==> src/rtl/fetch_prefetch_unit.sv <==
// Fetch stage with a DEPTH-entry prefetch queue.
// It issues one instruction-memory request per cycle while there is room.
// It buffers each {instr, pc+step} pair and hands them to decode over valid/ready.
// A redirect flushes the queue and the in-flight fetch. A HALT_WORD stops fetching.
module fetch_prefetch_unit #(
  parameter int                DATA_W    = 32,
  parameter int                ADDR_W    = 32,
  parameter int                DEPTH     = 4,
  parameter logic [ADDR_W-1:0] RESET_PC  = '0,
  parameter int                PC_STEP   = 4,
  parameter logic [DATA_W-1:0] HALT_WORD = 32'hFFFFFFFF
) (
  input  logic              clk,
  input  logic              reset,
  input  logic              redirect,
  input  logic [ADDR_W-1:0] redirect_target,
  output logic              imem_req,
  output logic [ADDR_W-1:0] imem_addr,
  input  logic [DATA_W-1:0] imem_rdata,
  output logic              out_valid,
  input  logic              out_ready,
  output logic [DATA_W-1:0] out_instr,
  output logic [ADDR_W-1:0] out_pc_plus4,
  output logic              halted,
  output logic              misalign_err
);

  localparam int PW = $clog2(DEPTH);
  localparam int CW = PW + 1;
  localparam logic [CW-1:0]     DEPTH_C = CW'(DEPTH);
  localparam logic [ADDR_W-1:0] STEP_C  = ADDR_W'(PC_STEP);

  logic [ADDR_W-1:0] pc;
  logic [ADDR_W-1:0] fetch_addr;
  logic              inflight;
  logic [CW-1:0]     count;
  logic [PW-1:0]     head;
  logic [PW-1:0]     tail;
  logic [CW:0]       occupancy;
  logic              push;
  logic              pop;

  logic [DATA_W-1:0] instr_q [DEPTH];
  logic [ADDR_W-1:0] pcp_q   [DEPTH];

  // The issue rule counts queued entries plus the outstanding fetch, so every response has a free slot.
  // A response that arrives after HALT_WORD was enqueued is dropped.
  always_comb begin
    occupancy = {1'b0, count} + {{CW{1'b0}}, inflight};
    imem_req  = ~reset & ~halted & (occupancy < {1'b0, DEPTH_C});
    imem_addr = pc;
    push      = ~reset & ~redirect & inflight & ~halted;
    out_valid = (count != '0);
    pop       = out_valid & out_ready & ~redirect;
    out_instr    = out_valid ? instr_q[head] : '0;
    out_pc_plus4 = out_valid ? pcp_q[head]   : '0;
  end

  // Updates the PC, the in-flight flag, the queue pointers, the count and the sticky flags.
  // Redirect overrides everything else in its cycle.
  always_ff @(posedge clk) begin
    if (reset) begin
      pc           <= RESET_PC;
      fetch_addr   <= '0;
      inflight     <= 1'b0;
      count        <= '0;
      head         <= '0;
      tail         <= '0;
      halted       <= 1'b0;
      misalign_err <= 1'b0;
    end else if (redirect) begin
      pc         <= {redirect_target[ADDR_W-1:2], 2'b00};
      fetch_addr <= pc;
      inflight   <= 1'b0;
      count      <= '0;
      head       <= '0;
      tail       <= '0;
      halted     <= 1'b0;
      if (redirect_target[1:0] != 2'b00)
        misalign_err <= 1'b1;
    end else begin
      if (imem_req)
        pc <= pc + STEP_C;
      fetch_addr <= pc;
      inflight   <= imem_req;
      if (push)
        tail <= tail + PW'(1);
      if (pop)
        head <= head + PW'(1);
      case ({push, pop})
        2'b10:   count <= count + CW'(1);
        2'b01:   count <= count - CW'(1);
        default: count <= count;
      endcase
      if (push && (imem_rdata == HALT_WORD))
        halted <= 1'b1;
    end
  end

  // Writes the returning instruction and its successor address into the queue at the tail.
  always_ff @(posedge clk) begin
    if (push) begin
      instr_q[tail] <= imem_rdata;
      pcp_q[tail]   <= fetch_addr + STEP_C;
    end
  end

  // The issue rule reserves a slot for every response, so a push into a full queue without a pop is a design error.
  assert property (@(posedge clk) disable iff (reset) !(push && !pop && (count == DEPTH_C)));

endmodule

==> config.mk <==
export PLATFORM = sky130hd
export DESIGN_NAME = fetch_prefetch_unit
export DESIGN_NICKNAME = d
export VERILOG_FILES = /design/src/rtl/fetch_prefetch_unit.sv
export SDC_FILE = /design/constraint.sdc
export NUM_CORES = 1
export LEC_CHECK = 0
export ABC_CLOCK_PERIOD_IN_PS = 7090
export CAP_MARGIN = 20
export CORE_UTILIZATION = 33
export CTS_CLUSTER_SIZE = 12
export DETAILED_ROUTE_END_ITERATION = 10
export HOLD_SLACK_MARGIN = 0.02
export SLEW_MARGIN = 10
export SYNTH_ARGS = -nofsm -noshare
export SYNTH_HDL_FRONTEND = slang
export SYNTH_SLANG_ARGS = --single-unit
==> constraint.sdc <==
create_clock -name clk -period 7.09 [get_ports clk]
set_input_delay 1.7725 -clock clk [delete_from_list [all_inputs] [get_ports clk]]
set_output_delay 1.7725 -clock clk [all_outputs]
set_load 0.03 [all_outputs]
==> results.py <==
metrics = {
    "run_status": {
        "run_status": "finished, final reports clean",
    },
    "timing": {
        "hold_viol_final": 0,
        "rsz0062_at_grt": "false",
        "fin_setup_tns_ns": 0,
        "fin_crit_sh_pct": 72.1,
        "fmax_ghz": 0.196,
        "finalMaxSlewViolations": 0,
        "setup_violations": 0,
        "period_needed_ns": 5.11,
        "slew_headroom_pct": 32.4,
        "tightest_slew_ns": 1.01,
        "finClkSkew_ns": 0.0227,
    },
    "route": {
        "drt_first_pass_iters": 4,
        "wl_per_cell_um": 18.4,
        "drt-vias-per-instance": 4.80,
        "drt_wl_total_um": 28200,
        "postRouteAntennaNets": 0,
        "drc": 0,
        "num_vias": 7356,
        "drtIter0Drc": 377,
    },
    "logic_synthesis": {
        "synthCells": 816,
        "synth-simple-area-share_pct": 11.6,
        "ys.warnings.count": 0,
        "synth_compound_area_share_pct": 2.10,
        "synth_top_family_by_area": "simple AND/OR/NAND/NOR gates",
        "synth.distinct_cells": 42,
        "ys_seq_area_share_pct": 68.8,
        "synth-seq-cells": 320,
        "muxShareOfSynthArea_pct": 11.0,
        "avgSynthCellArea_um2": 15.8,
        "synth-main-ff-cell": "edfxtp_1",
        "netlist_area_mm2": 0.0129,
        "synth_enable_flop_cells": 248,
        "synth-xor-area-share_pct": 3.86,
        "async_reset_ff_share_pct": 0,
        "synth_fa_ha_area_share_pct": 0.832,
    },
    "grt": {
        "grt_remaining_overflow": 0,
        "antenna_found_initial": 1,
        "grtUsageMet2_pct": 22.5,
        "grt_pass1_vias": 7407,
        "grt_usage_pct": 14.3,
        "grtUsageMet3_pct": 3.19,
        "grt_max_degree": 65,
        "grt-busiest-layer": "met2",
        "gr-usage-met1_pct": 19.8,
        "grt_first_pass_wirelength_um": 42800,
    },
    "cts": {
        "clkLatencyLatePin_ns": 0.52,
        "cts_tree": "built",
        "holdBufCountCts": 0,
        "htree_levels": 2,
        "clkTransAtPathRegs_ns": 0.06,
        "cts-root-buf": "clkbuf_16",
        "cts_setup_buffers": 0,
        "clkSinkCount": 320,
        "cts_buffer_depth": 3,
        "cts_resized": 0,
        "numCtsBuffers": 35,
    },
    "critical_path": {
        "startpoint_type": "flop",
        "end_kind": "output port",
        "cp.arrival_ns": 3.34,
        "cp_max_fo": 47,
        "required_ns": 5.32,
        "path_cells": "buf_4, mux4_2, nor2b_1, clkdlybuf4s50_1",
        "r2r-start": "count[2]",
        "slowest_stage": "dfxtp_4",
        "critical-path-max-stage-delay_ns": 0.99,
        "crit_type": "flop to output port",
    },
    "die": {
        "start_util_pct": 33.5,
        "num_rows": 72,
        "core_mm2": 0.0386,
        "ios": 168,
        "die-area_mm2": 0.0400,
        "chipHeight_um": 200,
        "fp.dieW_um": 200,
    },
    "power": {
        "power.density_mw_per_mm2": 247,
        "ir_worst_vdd_mv": 0.122,
        "p_leak_uw": 0.00508,
    },
    "place": {
        "dp.cells": 1472,
        "place_congestion": 0.759,
        "port_buffers": 163,
        "dp_hpwl_um": 18000,
    },
    "final_layout": {
        "final_cell_mix": "edfxtp_1 (248), clkdlybuf4s50_1 (162), nor2b_1 (88)",
        "area_growth_pct": 25.5,
        "utilization_pct": 42.0,
        "drive_above_1_share_pct": 13.1,
        "antenna_cells": 0,
        "final_common_cell": "edfxtp_1",
        "nNetsFinal": 1067,
        "stdcell_count": 1533,
    },
    "hold_path": {
        "hold_class": "flop to flop",
        "min-delay-start": "misalign_err",
    },
    "job": {
        "maxCapViolCount": 0,
    },
}
[sequential cells by signal, indices dropped and copies added (netlist names), named ones only]
| signal | count |
|---|---|
| count | 3 |
| fetch_addr | 30 |
| halted | 1 |
| head | 2 |
| imem_addr | 30 |
| inflight | 1 |
| instr_q | 128 |
| misalign_err | 1 |
| pcp_q | 120 |
| tail | 2 |
[worst max-delay path, delay by kind of cell (launching register included)]
kind	cells	cell delay, ns
buffers and inverters	2	1.12
flip-flops	1	0.99
multiplexers	1	0.54
AND/OR/NAND/NOR	1	0.16
[where the power goes]
group          switching [µW]  internal [µW]  leakage [µW]
logic                     108           93.0       0.00167
registers                29.8           2050       0.00289
clock network             707           1020      0.000524
total                     844           3160       0.00508
[layer usage]
layer  routed length [µm]  up-vias
li1                     -     3430
met1                12700     3644
met2                13100      239
met3                 1870       43
met4                  536        0
met5                    0        -
[cell families after synthesis]
logic type / count (synthesis)
flip-flops: 320
AND/OR/NAND/NOR: 267
multiplexers: 64
buffers and inverters: 58
XOR/XNOR: 57
AO/OA/AOI/OAI: 41
adder cells (fa/ha/maj): 8
other: 1
[final cells by class]
| class | count | area, µm² |
|---|---|---|
| fill | 3463 | 22400 |
| sequential | 320 | 8890 |
| multi-input combinational | 441 | 3810 |
| timing repair buffer | 174 | 1710 |
| clock buffer | 50 | 967 |
| tap | 518 | 648 |
| clock inverter | 11 | 118 |
| inverter | 19 | 71.3 |
[cell usage after synthesis (8+ instances only)]
cell / count / area, µm²
a21oi_1: 10 / 50.1
dfxtp_1: 72 / 1440
nand2_1: 33 / 124
nor4_1: 8 / 50.1
xnor2_1: 48 / 420
nor3_1: 13 / 65.1
nor2b_1: 88 / 551
nand3_1: 18 / 90.1
xor2_1: 9 / 78.8
a211oi_1: 16 / 120
nor2_1: 49 / 184
edfxtp_1: 248 / 7450
clkbuf_1: 26 / 97.6
mux4_2: 62 / 1400
nand4_1: 23 / 144
inv_1: 18 / 67.6
[final timing paths]
path / endpoint / slack [ns] / cells after the start
worst min register to register: misalign_err / 0.46 / 2
worst max register to register: count[2] / 4.23 / 9
worst min-delay path: misalign_err / 0.46 / 2
worst max-delay path: out_instr[27] / 1.98 / 4
[stage by stage]
stage / area [µm²] / hold WS (ns) / total power (µW) / setup WS (ns)
finish: 16200 / 0.459 / 4010 / 1.98
detailed placement: 15100 / 0.447 / 2320 / 2.06
global placement: 15100 / 0.442 / 2320 / 2.09
CTS: 16200 / 0.462 / 4050 / 1.81
floorplan: 12900 / 0.485 / 2210 / 2.50
global route: 16200 / 0.491 / 4150 / 1.69
Note: power is estimated with default switching activity, not from simulation.
